--- src/rtl/multicycle_control_unit.sv ---
// ============================================================================
//  Module   : multicycle_control_unit
//  Brief    : Moore-style multi-cycle RISC-V control sequencer with memory
//             handshake, illegal-opcode trap and retired-instruction counter.
//  Revision : 1.0  initial release
// ============================================================================
`default_nettype none

module multicycle_control_unit #(
  parameter logic MEM_HANDSHAKE = 1'b1,
  parameter int   CNT_W         = 32
) (
  input  logic             clk,
  input  logic             rst_n,
  input  logic [6:0]       i_opcode,
  input  logic             i_mem_ready,
  output logic             o_PCWrite,
  output logic             o_PCWriteCond,
  output logic             o_IorD,
  output logic             o_IRWrite,
  output logic             o_MemRead,
  output logic             o_MemWrite,
  output logic             o_MemtoReg,
  output logic             o_RegWrite,
  output logic             o_ALUSrcA,
  output logic             o_PCSource,
  output logic [1:0]       o_ALUSrcB,
  output logic [1:0]       o_ALUOp,
  output logic [3:0]       o_state,
  output logic             o_instr_done,
  output logic             o_illegal_op,
  output logic [CNT_W-1:0] o_retired
);

  localparam logic [3:0] c_IDLE     = 4'd0;
  localparam logic [3:0] c_FETCH    = 4'd1;
  localparam logic [3:0] c_DECODE   = 4'd2;
  localparam logic [3:0] c_MEM_ADDR = 4'd3;
  localparam logic [3:0] c_MEM_RD   = 4'd4;
  localparam logic [3:0] c_MEM_WR   = 4'd5;
  localparam logic [3:0] c_WB_MEM   = 4'd6;
  localparam logic [3:0] c_EXEC_R   = 4'd7;
  localparam logic [3:0] c_EXEC_I   = 4'd8;
  localparam logic [3:0] c_WB_ALU   = 4'd9;
  localparam logic [3:0] c_BRANCH   = 4'd10;
  localparam logic [3:0] c_TRAP     = 4'd11;

  localparam logic [6:0] c_OP_RTYPE  = 7'b0110011;
  localparam logic [6:0] c_OP_ITYPE  = 7'b0010011;
  localparam logic [6:0] c_OP_LOAD   = 7'b0000011;
  localparam logic [6:0] c_OP_STORE  = 7'b0100011;
  localparam logic [6:0] c_OP_BRANCH = 7'b1100011;

  localparam logic [1:0] c_SRCB_RS2 = 2'b00;
  localparam logic [1:0] c_SRCB_4   = 2'b01;
  localparam logic [1:0] c_SRCB_IMM = 2'b10;

  localparam logic [1:0] c_ALU_ADD = 2'b00;
  localparam logic [1:0] c_ALU_BR  = 2'b01;
  localparam logic [1:0] c_ALU_R   = 2'b10;
  localparam logic [1:0] c_ALU_I   = 2'b11;

  localparam logic [CNT_W-1:0] c_ONE = CNT_W'(1);

  logic [3:0]       r_state;
  logic [3:0]       w_next;
  logic [6:0]       r_opcode;
  logic [CNT_W-1:0] r_retired;
  logic             w_ready;
  logic             w_done;

  // With the handshake disabled every memory access completes in one cycle.
  assign w_ready = MEM_HANDSHAKE ? i_mem_ready : 1'b1;

  always_ff @(posedge clk or negedge rst_n) begin
    if (!rst_n) begin
      r_state   <= c_IDLE;
      r_opcode  <= '0;
      r_retired <= '0;
    end else begin
      r_state <= w_next;
      if (r_state == c_DECODE) begin
        r_opcode <= i_opcode;
      end
      if (w_done) begin
        r_retired <= r_retired + c_ONE;
      end
    end
  end

  always_comb begin
    w_next = r_state;
    case (r_state)
      c_IDLE:   w_next = c_FETCH;
      c_FETCH:  w_next = w_ready ? c_DECODE : c_FETCH;
      c_DECODE: begin
        case (i_opcode)
          c_OP_RTYPE:  w_next = c_EXEC_R;
          c_OP_ITYPE:  w_next = c_EXEC_I;
          c_OP_LOAD:   w_next = c_MEM_ADDR;
          c_OP_STORE:  w_next = c_MEM_ADDR;
          c_OP_BRANCH: w_next = c_BRANCH;
          default:     w_next = c_TRAP;
        endcase
      end
      // Only loads and stores reach here; the latched copy decides which.
      c_MEM_ADDR: w_next = (r_opcode == c_OP_LOAD) ? c_MEM_RD : c_MEM_WR;
      c_MEM_RD:   w_next = w_ready ? c_WB_MEM : c_MEM_RD;
      c_MEM_WR:   w_next = w_ready ? c_FETCH : c_MEM_WR;
      c_WB_MEM:   w_next = c_FETCH;
      c_EXEC_R:   w_next = c_WB_ALU;
      c_EXEC_I:   w_next = c_WB_ALU;
      c_WB_ALU:   w_next = c_FETCH;
      c_BRANCH:   w_next = c_FETCH;
      c_TRAP:     w_next = c_TRAP;
      default:    w_next = c_IDLE;
    endcase
  end

  always_comb begin
    o_PCWrite     = 1'b0;
    o_PCWriteCond = 1'b0;
    o_IorD        = 1'b0;
    o_IRWrite     = 1'b0;
    o_MemRead     = 1'b0;
    o_MemWrite    = 1'b0;
    o_MemtoReg    = 1'b0;
    o_RegWrite    = 1'b0;
    o_ALUSrcA     = 1'b0;
    o_PCSource    = 1'b0;
    o_ALUSrcB     = c_SRCB_RS2;
    o_ALUOp       = c_ALU_ADD;
    w_done        = 1'b0;
    case (r_state)
      c_FETCH: begin
        o_MemRead = 1'b1;
        o_ALUSrcB = c_SRCB_4;
        o_IRWrite = w_ready;
        o_PCWrite = w_ready;
      end
      c_DECODE: begin
        o_ALUSrcB = c_SRCB_IMM;
      end
      c_MEM_ADDR: begin
        o_ALUSrcA = 1'b1;
        o_ALUSrcB = c_SRCB_IMM;
      end
      c_MEM_RD: begin
        o_MemRead = 1'b1;
        o_IorD    = 1'b1;
      end
      c_MEM_WR: begin
        o_MemWrite = 1'b1;
        o_IorD     = 1'b1;
        w_done     = w_ready;
      end
      c_WB_MEM: begin
        o_RegWrite = 1'b1;
        o_MemtoReg = 1'b1;
        w_done     = 1'b1;
      end
      c_EXEC_R: begin
        o_ALUSrcA = 1'b1;
        o_ALUSrcB = c_SRCB_RS2;
        o_ALUOp   = c_ALU_R;
      end
      c_EXEC_I: begin
        o_ALUSrcA = 1'b1;
        o_ALUSrcB = c_SRCB_IMM;
        o_ALUOp   = c_ALU_I;
      end
      c_WB_ALU: begin
        o_RegWrite = 1'b1;
        w_done     = 1'b1;
      end
      c_BRANCH: begin
        o_ALUSrcA     = 1'b1;
        o_ALUSrcB     = c_SRCB_RS2;
        o_ALUOp       = c_ALU_BR;
        o_PCWriteCond = 1'b1;
        o_PCSource    = 1'b1;
        w_done        = 1'b1;
      end
      default: begin
      end
    endcase
  end

  // TRAP is only left through reset, so the state decode is itself sticky.
  assign o_illegal_op = (r_state == c_TRAP);
  assign o_instr_done = w_done;
  assign o_state      = r_state;
  assign o_retired    = r_retired;

endmodule

`default_nettype wire

--- config.mk ---
export PLATFORM = sky130hd
export DESIGN_NAME = multicycle_control_unit
export DESIGN_NICKNAME = d
export VERILOG_FILES = /design/src/rtl/multicycle_control_unit.sv
export SDC_FILE = /design/constraint.sdc
export NUM_CORES = 1
export LEC_CHECK = 0
export CORE_ASPECT_RATIO = 0.5
export CORE_MARGIN = 2
export CORE_UTILIZATION = 44
export CTS_CLUSTER_DIAMETER = 150
export DETAILED_ROUTE_END_ITERATION = 6
export PLACE_DENSITY = 0.76
export SETUP_SLACK_MARGIN = 0.15
export SLEW_MARGIN = 20
export SYNTH_ARGS = -nofsm -noshare
export SYNTH_HDL_FRONTEND = slang
export SYNTH_SLANG_ARGS = --single-unit
--- constraint.sdc ---
create_clock -name clk -period 1.62 [get_ports clk]
set_clock_uncertainty 0.05 [all_clocks]
set_input_delay 0.243 -clock clk [delete_from_list [all_inputs] [get_ports clk]]
set_output_delay 0.243 -clock clk [all_outputs]
set_load 0.005 [all_outputs]
==> results of run 1 <==
## state kept, by name, indices dropped and copies added (netlist names)
name       count
r_opcode       7
o_state        4
o_retired     32
## per-layer routing
metal	wire length (um)	track usage [%]
met3	734	6.09
met1	3800	33.0
met4	986	10.6
met5	0	0
met2	5580	57.8
## cells in the mapped netlist, drive strengths merged
cell type,number,area (um2)
clkbuf,4,15.0
nand3b,3,22.5
a221o,1,10.0
and4,4,36.3
nor4bb,2,26.3
and2,5,31.3
xnor2,6,52.6
mux2i,1,10.0
buf,7,48.8
nand4,6,67.6
nor2,11,41.3
a21o,1,7.51
and3,3,18.8
a21boi,1,7.51
a2bb2oi,1,8.76
a21oi,2,10.0
nand2,19,71.3
inv,3,11.3
dfrtp,43,1080
nor2b,2,12.5
nand4b,1,8.76
nor4,21,250
nand3,13,65.1
nor3,9,50.1
nand2b,8,50.1
o311ai,1,8.76
xor2,28,245
o22ai,3,18.8
mux2,7,78.8
ha,1,12.5
o21ai,4,20.0
## power groups by stage
stage,logic (mW),registers [mW],clock network (mW)
after floorplan,0.903,1.43,0
after global placement,1.96,1.41,0
after detailed placement,2.01,1.42,0
after CTS,3.01,1.40,0.857
after global routing,3.94,1.46,0.947
final,3.81,1.44,0.908
## cell type report
cell class	instances	area [um2]
flip-flops and latches	43	1080
clock inverters	3	43.8
multi-input cells	164	1790
fillers	174	435
well taps	70	87.6
clock buffers	5	68.8
repair buffers	167	1580
inverters	3	11.3
## path summary, 6_finish.rpt
path                                             end                      start
hold reg to reg            o_retired[21]$_DFFE_PN0P_  o_retired[21]$_DFFE_PN0P_
min in group asynchronous    r_opcode[4]$_DFFE_PN0P_                      rst_n
setup / recovery           o_retired[23]$_DFFE_PN0P_       o_state[2]$_DFF_PN0_
max in group asynchronous       o_state[0]$_DFF_PN0_                      rst_n
setup reg to reg           o_retired[23]$_DFFE_PN0P_       o_state[2]$_DFF_PN0_
hold / removal             o_retired[21]$_DFFE_PN0P_  o_retired[21]$_DFFE_PN0P_
## timing repair
action / 4_1_cts / 5_1_grt
endpoints found under the setup margin: 92 / 67
buffers inserted: 45 / 11
pin swaps: 36 / 50
hold buffers: 1 / 0
resized for setup: 189 / 39
hold endpoints to repair: 43 / 0
cloned: 3 / 2
## per-stage QoR
stage               power, mW  util [%]  TNS (ps)  setup slack [ps]
floorplan                2.33         -         0              35.5
global placement         3.37      68.6     -7950              -222
detailed placement       3.42      68.6     -9160              -282
CTS                      5.26      85.5     -4710              -195
global route             6.34      91.4    -13760              -350
finish                   6.16      91.4    -12200              -338
## cells by family after synthesis
family                     after synthesis
and+or+nand+nor                        107
DFF                                     43
xor gates and xnor gates                34
AOI/OAI and AO/OA                       14
buffers and inverters                   14
muxes                                    8
adders and majority gates                1
## critical path: stages (launching register included)
cell	delay [ps]
dfrtp_2	460
buf_6	140
nor2b_4	120
buf_6	130
o311ai_4	120
buf_6	200
buf_12	160
nor4_4	190
xor2_1	280
==> results_dict.tcl, run 1 <==
set metrics [dict create \
    max_slew_margin_pct 60.9 \
    fp-row-count 18 \
    grt-ovfl-total 0 \
    outcome "finished with violations" \
    die_height_um 56.2 \
    synth_warnings 0 \
    r2r_setup_slack_ps -340 \
    violations "setup timing" \
    synth-compound-area-share_pct 3.82 \
    io_buffer_count 61 \
    cts.sinks 43 \
    crit_type "register to register" \
    power_frac_seq_pct 23.4 \
    p_clk_share_pct 14.7 \
    die_w_um 108 \
    power_leakage_nw 2.69 \
    worstSetupStartpointType "register" \
    antenna_found_initial 0 \
    grtUsageTotal_pct 30.1 \
    hold_viol_final 0 \
    htree_levels 2 \
    yosysSeqAreaShare_pct 45.0 \
    ys_ff_latch 43 \
    final_common_cell "buf_4" \
    final_cell_mix "68 x buf_4, 38 x dfrtp_1, 28 x buf_6" \
    p_sw_share_pct 38.8 \
    instances_no_fill 455 \
    grt_max_degree 44 \
    p_int_mw 3.77 \
    dieArea_um2 6080 \
    fmax_mhz 511 \
    r2r_cells 8 \
    clk_latency_ps 320 \
    finalMaxSlewViolations 0 \
    cts_buffer_depth 2 \
    grt_pass1_wl_um 14000 \
    hold_slack_ps 461 \
    endpoint_kind "register" \
    ant_nets 0 \
    finalInstanceArea_um2 4650 \
    wl_um 11100 \
    placed_area_um2 3490 \
    synthMuxAreaShare_pct 3.71 \
    pin_count 62 \
    gp_congestion 0.830 \
    rsz0062_at_grt "true" \
    synth_area_um2 2390 \
    syn2layout_area_growth_pct 94.5 \
    vias 2736 \
    dr.pass1.iters 4 \
    dpl.hpwl_um 4340 \
    tightestPinTransition_ps 587 \
    root_buffer "clkbuf_8" \
    numCtsBuffers 5 \
    drv_cap 0 \
    synth-adder-area-share_pct 0.523 \
    drtIter0Drc 180 \
    synthSimpleGateAreaFrac_pct 31.4 \
    avgSynthCellArea_um2 10.8 \
    syn_inst 221 \
    switchingPower_mw 2.39 \
    grt_pass1_vias 2679 \
    dp.cells 385 \
    remaining_drc_errors 0 \
    setup_viol 59 \
    finalCriticalPeriod_ps 1960 \
    synth.distinct_cells 39 \
    hold_path_class "register to register" \
    whs_path_depth 1 \
    diodes 0 \
    synth_top_family_by_area "simple AND/OR/NAND/NOR gates" \
    setup_slack_ps -338 \
    combPwrFrac_pct 61.8 \
    syn_nets 232 \
    drive_above_1_share_pct 55.3 \
    peakVddDrop_v 0.00119 \
    critPathRequiredTime_ps 1780 \
    initial_core_util_pct 47.0 \
    final_nets 395 \
    post_drt_wl_per_cell_um 24.4 \
    via_per_inst 6.01 \
    cts_tree "built" \
    path_clk_slew_ps 90 \
    fin_crit_sh_pct 121 \
    critical_path_arrival_ps 2120 \
    core_um2 5090 \
    worstPathMaxFanout 7 \
    synth_xor_xnor_area_share_pct 12.4 \
    power.density_nw_per_um2 1320 \
]
Power figures use the tool's default switching activity.
==> run 2: changes to the inputs <==
Settings changed: CORE_UTILIZATION 44 to 53, PLACE_DENSITY 0.76 to 0.86.
Clock period 1.62 ns to 2.4 ns, I/O delays scaled along.
==> run 2 against run 1 <==
Effect of this change:
- the run now ends clean
- routed wire length fell by 51%
- cell count fell by 24%
- die area fell by 16%
- largest power group unchanged
- sequential power fell by 31%
- worst hold slack got worse by 63 ps
- combinational power fell by 72%
- global-route usage fell by 8.5 points
- final area fell by 29%
- total power fell by 56%
- core utilization fell by 16 points
- via count fell by 29%
- non-clock buffer count fell by 95
==> results_dict.tcl, run 2 (synthesis gave the netlist of run 1 again) <==
set metrics [dict create \
    power.density_nw_per_um2 829 \
    fp-row-count 17 \
    drv_cap 0 \
    finish.utilization_pct 75.7 \
    combPwrFrac_pct 39.4 \
    initial_core_util_pct 54.9 \
    vias 1929 \
    p_clk_share_pct 24.4 \
    ant_nets 0 \
    startpoint "o_state[1]$_DFF_PN0_" \
    multi_input_area_um2 1300 \
    crit_end "o_PCWrite" \
    clk_latency_ps 290 \
    fmax_mhz 454 \
    grt_max_degree 30 \
    outcome "complete, no violations" \
    r2r_cells 4 \
    worstPathMaxFanout 6 \
    final_nets 300 \
    via_per_inst 5.56 \
    grt_pass1_wl_um 8660 \
    r2r_start "o_retired[3]$_DFFE_PN0P_" \
    worstSetupStartpointType "register" \
    endpoint_kind "primary output" \
    numCtsBuffers 5 \
    rsz0062_at_grt "true" \
    setup_viol 0 \
    seqCellArea_um2 1080 \
    fin_tns_setup_ps 0 \
    gp_congestion 0.776 \
    fin_crit_sh_pct 91.8 \
    grt-ovfl-total 0 \
    finalInstanceArea_um2 3300 \
    largest_reg_flops 32 \
    remaining_drc_errors 0 \
    grtUsageTotal_pct 21.7 \
    cts_tree "built" \
    drive_above_1_share_pct 20.7 \
    critical_path_arrival_ps 1790 \
    r2r-end "o_retired[29]$_DFFE_PN0P_" \
    p_int_mw 1.82 \
    dr.pass1.iters 4 \
    instances_no_fill 347 \
    hold_viol_final 0 \
    critPathRequiredTime_ps 1990 \
    finalCriticalPeriod_ps 2200 \
    p_sw_share_pct 33.3 \
    post_drt_wl_per_cell_um 15.6 \
    die_w_um 99.0 \
    antenna_found_initial 0 \
    hold_slack_ps 398 \
    syn2layout_area_growth_pct 37.8 \
    final_cell_mix "56 x clkdlybuf4s50_1, 40 x dfrtp_1, 26 x xor2_1" \
    max_slew_margin_pct 61.2 \
    core_um2 4360 \
    io_buffer_count 61 \
    dp.cells 334 \
    switchingPower_mw 0.911 \
    tightestPinTransition_ps 581 \
    peakVddDrop_v 0.000537 \
    dieArea_um2 5100 \
    r2r_setup_slack_ps 510 \
    root_buffer "clkbuf_8" \
    finalMaxSlewViolations 0 \
    placed_area_um2 3070 \
    power_leakage_nw 1.50 \
    cts.sinks 43 \
    cts_buffer_depth 2 \
    grt_pass1_vias 1762 \
    drtIter0Drc 92 \
    crit_type "register to primary output" \
    htree_levels 2 \
    wl_um 5430 \
    dpl.hpwl_um 3750 \
    hold_path_class "primary input to async pin" \
    diodes 0 \
    die_height_um 51.5 \
    nFillCells 280 \
    pin_count 62 \
    power_frac_seq_pct 36.2 \
    final_common_cell "clkdlybuf4s50_1" \
    path_clk_slew_ps 80 \
]
-- run 2: changes by cell type in the layout (fill, tap and decap cells not counted), sizes merged, moves of 2 or more --
cell           before  now
buf               121    9
clkdlybuf4s50       9   56
clkinv              2    0
dlygate4sd2        27    1
-- run 2: power groups by stage --
stage          registers, mW  logic [mW]  clock network, mW
3_3_place_gp           0.996       0.950                  0
5_1_grt                 1.01        1.16              0.710
6_report               0.990        1.08              0.668
2_1_floorplan          0.955       0.559                  0
4_1_cts                0.983       0.997              0.673
3_5_place_dp            1.00       0.976                  0
-- run 2: per-layer routing --
layer	up-vias	global-route usage, %	share of wire [%]
li1	919	-	-
met1	967	29.1	45
met2	38	36.7	52
met3	5	4.17	2.7
met4	0	5.94	0.85
met5	-	0	0
-- run 2: metrics by stage --
step / worst slack, ps / power (mW)
after floorplan: 688 / 1.51
after global placement: 243 / 1.95
after detailed placement: 200 / 1.98
after CTS: 120 / 2.65
after global routing: 101 / 2.88
final: 198 / 2.74
-- run 2: layout make-up --
| type | instances | share of cell area, % |
|---|---|---|
| Inverter | 3 | 0.341 |
| Clock buffer | 6 | 2.20 |
| Timing Repair Buffer | 72 | 21.4 |
| Multi-Input combinational cell | 164 | 39.3 |
| Sequential cell | 43 | 32.7 |
| Clock inverter | 2 | 1.82 |
| Tap cell | 57 | 2.16 |
-- run 2: worst min-delay path by stage --
stage                     start                        to  slack [ps]  depth (start not counted)
after global placement    rst_n      o_state[3]$_DFF_PN0_         190                          1
final                     rst_n      o_state[2]$_DFF_PN0_         400                          2
after CTS                 rst_n   r_opcode[6]$_DFFE_PN0P_         400                          2
after global routing      rst_n   r_opcode[6]$_DFFE_PN0P_         410                          2
after detailed placement  rst_n      o_state[2]$_DFF_PN0_         190                          1
after floorplan           rst_n  o_retired[0]$_DFFE_PN0P_          10                          0
-- run 2: what timing repair did --
item                       in CTS  in global routing
pin swaps                       0                  1
buffers inserted                1                  3
hold buffers                    1                  0
gates resized for setup         3                 15
setup endpoints to repair       8                  9
hold endpoints to repair        8                  0
-- run 2: worst max-delay path, stage by stage (launching register included) --
cell             delay (ps)
dfrtp_2                 470
nand2b_1                210
nor3_2                  150
and2_1                  170
clkdlybuf4s50_1         500
